[src/rtl/puf_if_pkg.sv]
// Shared definitions for the PUF command sequencer.
//   state_t        : sequencer FSM states
//   SYNC_BYTE_DEF  : default header byte that opens a command
//   ERR_BYTE_DEF   : default byte returned to the host on PUF timeout
//   max2()         : elaboration-time helper for counter sizing
package puf_if_pkg;

  typedef enum logic [2:0] {
    IDLE,
    RX_CHAL,
    START,
    WAIT_PUF,
    TX_LOAD,
    TX_WAIT
  } state_t;

  localparam logic [7:0] SYNC_BYTE_DEF = 8'hA5;
  localparam logic [7:0] ERR_BYTE_DEF  = 8'hEE;

  function automatic int max2(input int a, input int b);
    return (a > b) ? a : b;
  endfunction

endpackage

[src/rtl/puf_seq_edge.sv]
// 1-bit registered rising-edge detector.
//   clk   : clock, rising edge
//   rst   : synchronous active-high reset (clears the history bit)
//   level : input level to watch
//   evt   : single-cycle pulse when level goes 0->1; a held level fires once
module puf_seq_edge (
  input  logic clk,
  input  logic rst,
  input  logic level,
  output logic evt
);

  logic prev;

  always_ff @(posedge clk) begin
    if (rst) prev <= 1'b0;
    else     prev <= level;
  end

  assign evt = level & ~prev;

endmodule

[src/rtl/puf_uart_seq.sv]
// Command sequencer between a UART receiver/transmitter pair and a PUF core.
// Hunts for SYNC_BYTE, assembles a CHAL_BYTES challenge (first byte in the
// top byte), pulses the PUF, then returns RESP_BYTES response bytes MSB-first,
// one per transmitter handshake. RX inter-byte gap and PUF latency are both
// bounded by TIMEOUT_CYC; a PUF timeout returns ERR_BYTE instead.
//
// Optional build macro PUF_SEQ_CHECKSUM_EN: append one XOR byte of all bytes
// sent (ERR_BYTE followed by ERR_BYTE in error mode).
//
// Ports:
//   sys_clk        in   system clock, rising edge
//   sys_rstH       in   synchronous active-high reset
//   rec_dataH      in   received byte
//   rec_readyH     in   receiver byte-ready level (consumed on 0->1)
//   xmitH          out  one-cycle transmit request
//   xmit_dataH     out  byte to transmit, stable until the done edge
//   xmit_doneH     in   transmitter done level (complete on 0->1)
//   puf_challengeH out  assembled challenge
//   puf_startH     out  one-cycle PUF launch
//   puf_doneH      in   PUF result valid level
//   puf_responseH  in   PUF result, captured on the first done cycle
//   busyH          out  high whenever not IDLE
//   errorH         out  one-cycle pulse on any timeout
module puf_uart_seq
  import puf_if_pkg::*;
#(
  parameter int         CHAL_BYTES  = 8,
  parameter int         RESP_BYTES  = 4,
  parameter logic [7:0] SYNC_BYTE   = SYNC_BYTE_DEF,
  parameter logic [7:0] ERR_BYTE    = ERR_BYTE_DEF,
  parameter int         TIMEOUT_CYC = 1000000
) (
  input  logic                    sys_clk,
  input  logic                    sys_rstH,
  input  logic [7:0]              rec_dataH,
  input  logic                    rec_readyH,
  output logic                    xmitH,
  output logic [7:0]              xmit_dataH,
  input  logic                    xmit_doneH,
  output logic [CHAL_BYTES*8-1:0] puf_challengeH,
  output logic                    puf_startH,
  input  logic                    puf_doneH,
  input  logic [RESP_BYTES*8-1:0] puf_responseH,
  output logic                    busyH,
  output logic                    errorH
);

  localparam int CHAL_W = CHAL_BYTES * 8;
  localparam int RESP_W = RESP_BYTES * 8;
  localparam int CNT_W  = $clog2(max2(CHAL_BYTES, RESP_BYTES) + 2);
  localparam int TMO_W  = $clog2(TIMEOUT_CYC);

`ifdef PUF_SEQ_CHECKSUM_EN
  localparam int EXTRA = 1;
`else
  localparam int EXTRA = 0;
`endif

  localparam logic [CNT_W-1:0]  CHAL_LAST = CNT_W'(CHAL_BYTES - 1);
  localparam logic [CNT_W-1:0]  RESP_LAST = CNT_W'(RESP_BYTES - 1 + EXTRA);
  localparam logic [CNT_W-1:0]  ERR_LAST  = CNT_W'(EXTRA);
  localparam logic [TMO_W-1:0]  TMO_LAST  = TMO_W'(TIMEOUT_CYC - 1);
  localparam logic [RESP_W-1:0] ERR_INIT  = RESP_W'(ERR_BYTE) << (RESP_W - 8);

  state_t state, state_next;

  logic              rx_evt, tx_evt;
  logic [CHAL_W-1:0] chal;
  logic [RESP_W-1:0] resp_sr;
  logic [CNT_W-1:0]  byte_cnt;
  logic [TMO_W-1:0]  tmo;
  logic              err_mode;
  logic              done_seen;
  logic              tmo_hit;
  logic [CNT_W-1:0]  tx_last;
  logic [7:0]        top_byte;
  logic [7:0]        tx_byte;

  // control strobes from the FSM to the datapath
  logic chal_shift, cnt_clr, cnt_inc, tmo_clr, tmo_run;
  logic resp_cap, err_cap, resp_shift;
  logic err_pulse, start_pulse, xmit_pulse;

  puf_seq_edge u_rx_edge (
    .clk   (sys_clk),
    .rst   (sys_rstH),
    .level (rec_readyH),
    .evt   (rx_evt)
  );

  puf_seq_edge u_tx_edge (
    .clk   (sys_clk),
    .rst   (sys_rstH),
    .level (xmit_doneH),
    .evt   (tx_evt)
  );

  assign tmo_hit  = (tmo == TMO_LAST);
  assign tx_last  = err_mode ? ERR_LAST : RESP_LAST;
  assign top_byte = resp_sr[RESP_W-1 -: 8];

  // NOTE: sequential state uses non-blocking (<=) so every register samples
  // pre-edge values regardless of process ordering.
  always_ff @(posedge sys_clk) begin
    if (sys_rstH) state <= IDLE;
    else          state <= state_next;
  end

  // NOTE: every signal written here gets a default first, so no path through
  // the case leaves one unassigned and no latch is inferred.
  always_comb begin
    state_next  = state;
    chal_shift  = 1'b0;
    cnt_clr     = 1'b0;
    cnt_inc     = 1'b0;
    tmo_clr     = 1'b0;
    tmo_run     = 1'b0;
    resp_cap    = 1'b0;
    err_cap     = 1'b0;
    resp_shift  = 1'b0;
    err_pulse   = 1'b0;
    start_pulse = 1'b0;
    xmit_pulse  = 1'b0;
    unique case (state)
      IDLE: begin
        if (rx_evt && (rec_dataH == SYNC_BYTE)) begin
          state_next = RX_CHAL;
          cnt_clr    = 1'b1;
          tmo_clr    = 1'b1;
        end
      end
      RX_CHAL: begin
        // a sync byte here is ordinary challenge data
        if (rx_evt) begin
          chal_shift = 1'b1;
          cnt_inc    = 1'b1;
          tmo_clr    = 1'b1;
          if (byte_cnt == CHAL_LAST) state_next = START;
        end else if (tmo_hit) begin
          err_pulse  = 1'b1;
          state_next = IDLE;
        end else begin
          tmo_run = 1'b1;
        end
      end
      START: begin
        start_pulse = 1'b1;
        tmo_clr     = 1'b1;
        state_next  = WAIT_PUF;
      end
      WAIT_PUF: begin
        // The response is captured on the first done cycle; the move to
        // TX_LOAD happens one cycle later, giving done->xmit of two cycles.
        // Done is checked before timeout, so it wins a same-cycle tie.
        if (done_seen) begin
          state_next = TX_LOAD;
        end else if (puf_doneH) begin
          resp_cap = 1'b1;
          cnt_clr  = 1'b1;
        end else if (tmo_hit) begin
          err_pulse  = 1'b1;
          err_cap    = 1'b1;
          cnt_clr    = 1'b1;
          state_next = TX_LOAD;
        end else begin
          tmo_run = 1'b1;
        end
      end
      TX_LOAD: begin
        xmit_pulse = 1'b1;
        state_next = TX_WAIT;
      end
      TX_WAIT: begin
        if (tx_evt) begin
          resp_shift = 1'b1;
          cnt_inc    = 1'b1;
          state_next = (byte_cnt == tx_last) ? IDLE : TX_LOAD;
        end
      end
      default: state_next = IDLE;
    endcase
  end

  always_ff @(posedge sys_clk) begin
    if (sys_rstH) begin
      // NOTE: the shift registers drive outputs directly, so they are reset
      // along with the control state rather than left uninitialised.
      chal      <= '0;
      resp_sr   <= '0;
      byte_cnt  <= '0;
      tmo       <= '0;
      err_mode  <= 1'b0;
      done_seen <= 1'b0;
    end else begin
      if (chal_shift) chal <= (chal << 8) | CHAL_W'(rec_dataH);

      if (cnt_clr)      byte_cnt <= '0;
      else if (cnt_inc) byte_cnt <= byte_cnt + CNT_W'(1);

      // saturates at the terminal value; the FSM leaves the state there anyway
      if (tmo_clr)                          tmo <= '0;
      else if (tmo_run && !tmo_hit)         tmo <= tmo + TMO_W'(1);

      if (resp_cap) begin
        resp_sr   <= puf_responseH;
        err_mode  <= 1'b0;
        done_seen <= 1'b1;
      end else if (err_cap) begin
        resp_sr  <= ERR_INIT;
        err_mode <= 1'b1;
      end else if (resp_shift) begin
        resp_sr <= resp_sr << 8;
      end

      if (start_pulse) done_seen <= 1'b0;
    end
  end

`ifdef PUF_SEQ_CHECKSUM_EN
  logic [7:0]       csum;
  logic             csum_phase;
  logic [CNT_W-1:0] n_data;

  // checksum byte follows the last data byte (1 in error mode)
  assign n_data     = err_mode ? CNT_W'(1) : CNT_W'(RESP_BYTES);
  assign csum_phase = (byte_cnt == n_data);
  assign tx_byte    = csum_phase ? csum : top_byte;

  always_ff @(posedge sys_clk) begin
    if (sys_rstH)                 csum <= '0;
    else if (resp_cap || err_cap) csum <= '0;
    else if (resp_shift)          csum <= csum ^ tx_byte;
  end
`else
  assign tx_byte = top_byte;
`endif

  // Pulses and busy are masked by reset so they drop in the reset cycle itself.
  assign xmitH          = xmit_pulse  & ~sys_rstH;
  assign puf_startH     = start_pulse & ~sys_rstH;
  assign errorH         = err_pulse   & ~sys_rstH;
  assign busyH          = (state != IDLE) & ~sys_rstH;
  assign xmit_dataH     = tx_byte;
  assign puf_challengeH = chal;

endmodule
[config.mk]
export PLATFORM = sky130hd
export DESIGN_NAME = puf_uart_seq
export DESIGN_NICKNAME = d
export VERILOG_FILES = /design/src/rtl/puf_if_pkg.sv /design/src/rtl/puf_seq_edge.sv /design/src/rtl/puf_uart_seq.sv
export SDC_FILE = /design/constraint.sdc
export NUM_CORES = 1
export LEC_CHECK = 0
export BUFFER_PORTS_ARGS = -buffer_cell sky130_fd_sc_hd__buf_2
export CORE_ASPECT_RATIO = 0.7
export CORE_MARGIN = 2
export CORE_UTILIZATION = 58
export CTS_CLUSTER_DIAMETER = 30
export CTS_CLUSTER_SIZE = 20
export DETAILED_ROUTE_END_ITERATION = 6
export MAX_ROUTING_LAYER = met4
export PLACE_DENSITY = 0.82
export SLEW_MARGIN = 20
export SYNTH_ARGS = -nofsm -noshare
export SYNTH_HDL_FRONTEND = slang
export SYNTH_SLANG_ARGS = --single-unit
[constraint.sdc]
create_clock -name sys_clk -period 3.7 [get_ports sys_clk]
set_clock_uncertainty 0.1 [all_clocks]
set_input_delay 0.185 -clock sys_clk [delete_from_list [all_inputs] [get_ports sys_clk]]
set_output_delay 0.185 -clock sys_clk [all_outputs]
set_load 0.03 [all_outputs]
==> impl_metrics.csv <==
group,metric,value,unit
setup_path,rr_startpoint,"tmo[7]",
drt,avgRoutedWirePerCell,16.20,um
synth,synth_edf_count,0,
timing,tightest_slew,1116,ps
setup_path,rr_endpoint,"tmo[17]",
cts,cts_buffers,17,
cts,clkTransAtPathRegs,60,ps
cts,h-tree-depth,4,
setup_path,rrSetupSlack,530,ps
setup_path,arrival,3340,ps
synth,ys_seq_area_share,45.58,%
global_routing,grt_usage,29.78,%
cts,cts.sinks,127,
timing,finalSetupViolCount,0,
synth,syn_area,5578,sq um
global_routing,grt_pass1_wl,24090,um
cts,clk_latency,410,ps
placed_design,hpwlAfterDp,9166,um
floorplanning,die_height,86.05,um
drt,drc,0,
placed_design,port_buffers,120,
global_routing,antenna_found_initial,0,
min_path,hold_path_class,"in -> reg",
finish,fill_cells,637,
setup_path,cp-start-kind,"flip-flop",
floorplanning,die_area,10430,sq um
synth,yosys.area_share.adder,0.4486,%
min_path,holdCritStartpoint,"puf_responseH[26]",
finish,diodes,0,
setup_path,cp-end-kind,"flip-flop",
synth,yosys.area_share.simple,21.33,%
floorplanning,fp-row-count,29,
synth,avgSynthCellArea,8.388,sq um
setup_path,crit_end,"tmo[17]",
drt,drt_iter0_drc,531,
cts,cts_tree,"yes",
finish,finalNonFillerCells,929,
finish,syn_to_final_growth,26.07,%
synth,ys_warn_count,0,
synth,synth-xor-area-share,0.7851,%
floorplanning,coreArea,9216,sq um
placed_design,dp_slack,637.1,ps
synth,yosys-mux-area-fraction,1.436,%
drt,drtPass1Iterations,5,
timing,fin_hold_ws,75.62,ps
placed_design,gp_congestion,0.8349,
power_and_ir_drop,power.density,457.1,nW/um^2
drt,vias,5438,
synth,synth_top_family_by_area,"compound AO/OA/AOI/OAI gates",
drt,vias_per_cell,5.854,
setup_path,ff2ff_path_depth,5,
power_and_ir_drop,leakagePower,2.602,nW
power_and_ir_drop,power,3.214,mW
synth,synthCells,665,
drt,ant_nets,0,
synth,ys_types,63,
global_routing,grt_overflow,0,
cts,post_cts_buffers,0,
synth,syn_nets,712,
floorplanning,ios,121,
timing,min_period_over_period,85.60,%
timing,hold_viol,0,
floorplanning,start_util,60.52,%
outcome,outcome,"finished clean",
global_routing,grt_pass1_vias,5097,
drt,finalWirelength,15050,um
finish,drive_above_1_share,22.11,%
setup_path,cp_data_required_time,3880,ps
run,cap_violations,0,
synth,async_flop_share,0,%
timing,max_freq,315.7,MHz
setup_path,startpoint,"tmo[7]",
placed_design,dp.cells,856,
floorplanning,die_w,121.2,um
cts,clock_path_buffers,2,
timing,drv_slew,0,
synth,synth-compound-area-share,22.41,%
synth,synth-main-ff-cell,"dfxtp_1",
setup_path,path_max_fanout,30,
synth,synth_seq_cells,127,
timing,layout_setup_ws,532.9,ps
timing,tns,0,ps
setup_path,worstSetupPathType,"reg -> reg",
timing,rsz0062_at_grt,"no",
global_routing,grt_start_max_net_pins,65,
cts,cts_root_buffer,"clkbuf_16",
timing,min_period,3167,ps
power_and_ir_drop,irDropWorstVdd,323.2,uV
finish,num-nets-final,839,
timing,worst_slew_margin_rel,25.60,%
## cell families (layout without fill, tap and decap cells)
logic type	after synthesis	after routing
simple gates	256	256
compound gates	185	185
flops	127	127
buf+inv	82	222
mux	8	8
xor+xnor	5	5
fa+ha+maj	2	2
## worst min-delay path by stage
stage	endpoint	cells after the start
floorplan	u_rx_edge.prev	1
global placement	u_rx_edge.prev	2
detailed placement	u_rx_edge.prev	2
CTS	resp_sr[26]	3
global route	resp_sr[26]	3
finish	resp_sr[26]	3
## power breakdown
part | total, mW | switching (mW) | leakage, nW | internal, mW
clock network | 1.68 | 0.622 | 0.276 | 1.06
registers | 1.38 | 0.00653 | 1.02 | 1.37
logic | 0.153 | 0.0880 | 1.30 | 0.0652
## synth_stat cells (6+ instances only)
cell / number / area [sq um]
buf_6: 6 / 67.56
o31ai_1: 9 / 67.56
o21ai_0: 13 / 65.06
dfxtp_1: 127 / 2542
a21oi_1: 83 / 415.4
o211ai_1: 9 / 67.56
o2bb2ai_1: 6 / 52.55
or4_1: 9 / 67.56
nor4_1: 7 / 43.79
clkbuf_1: 30 / 112.6
o22ai_1: 21 / 131.4
nand2_1: 171 / 641.9
a221oi_2: 10 / 150.1
buf_4: 10 / 75.07
nand2b_1: 9 / 56.30
nor2_1: 14 / 52.55
inv_1: 23 / 86.33
nand3_1: 6 / 30.03
a22oi_1: 6 / 45.04
mux2i_1: 8 / 80.08
a221oi_1: 10 / 87.58
## metal layers
| metal | track usage, % | routed length, um | part of all wire, % |
|---|---|---|---|
| met5 | - | 0 | 0 |
| met4 | 9.195 | 227 | 1.5 |
| met1 | 36.85 | 6565 | 44 |
| met3 | 9.043 | 980 | 6.5 |
| met2 | 47.14 | 7278 | 48 |
## sequential cells by signal, indices dropped and copies added (netlist names), 3 cells and up
name / count
tmo: 20
byte_cnt: 4
resp_sr: 32
puf_challengeH: 64
state: 3
## repair_timing
item	CTS	global route
resized for setup	0	0
hold buffers	41	0
endpoints found under the hold margin	41	0
endpoints found under the setup margin	0	0
## through the flow
stage | utilization [%] | cell area [sq um]
after floorplan | - | 5578
after global placement | 65.37 | 6025
after detailed placement | 65.37 | 6025
after CTS | 76.30 | 7032
after global routing | 76.30 | 7032
final | 76.30 | 7032
## placed cells by master (no fill, tap or decap), types with 3 or more instances in the layout
cell type	instances
o211ai_1	9
a31oi_1	3
o31ai_1	9
mux2i_1	8
a221oi_1	10
o21ai_0	13
inv_1	23
xor2_1	4
nor4b_1	3
dfxtp_1	127
nor2_1	14
nand3b_1	3
nand4_1	5
a221oi_2	10
or4_1	9
buf_2	119
nor2b_1	5
a21oi_1	83
nand3_1	6
bufinv_16	3
or3_1	3
o2bb2ai_1	6
clkbuf_16	17
buf_4	7
a22oi_1	6
nand2b_1	9
clkinvlp_4	5
o22ai_1	21
nand2_1	170
nor3_1	4
and3_1	3
dlygate4sd3_1	41
nor4_1	7
## worst max-delay path: stages, from the launching register on
cell	delay, ps
dfxtp_1	360
or4b_1	540
or4_1	690
o21ai_2	950
nor4_1	210
mux2i_1	180
## cell type report
| type | count | area, sq um | area share, % |
|---|---|---|---|
| well taps | 124 | 155.1 | 2.206 |
| multi-input cells | 456 | 2592 | 36.87 |
| repair buffers | 167 | 1059 | 15.05 |
| inverters | 23 | 86.33 | 1.228 |
| clock inverters | 13 | 163.9 | 2.331 |
| flip-flops and latches | 127 | 2542 | 36.16 |
| clock buffers | 19 | 432.9 | 6.157 |
Note: power is estimated with default switching activity, not from simulation.
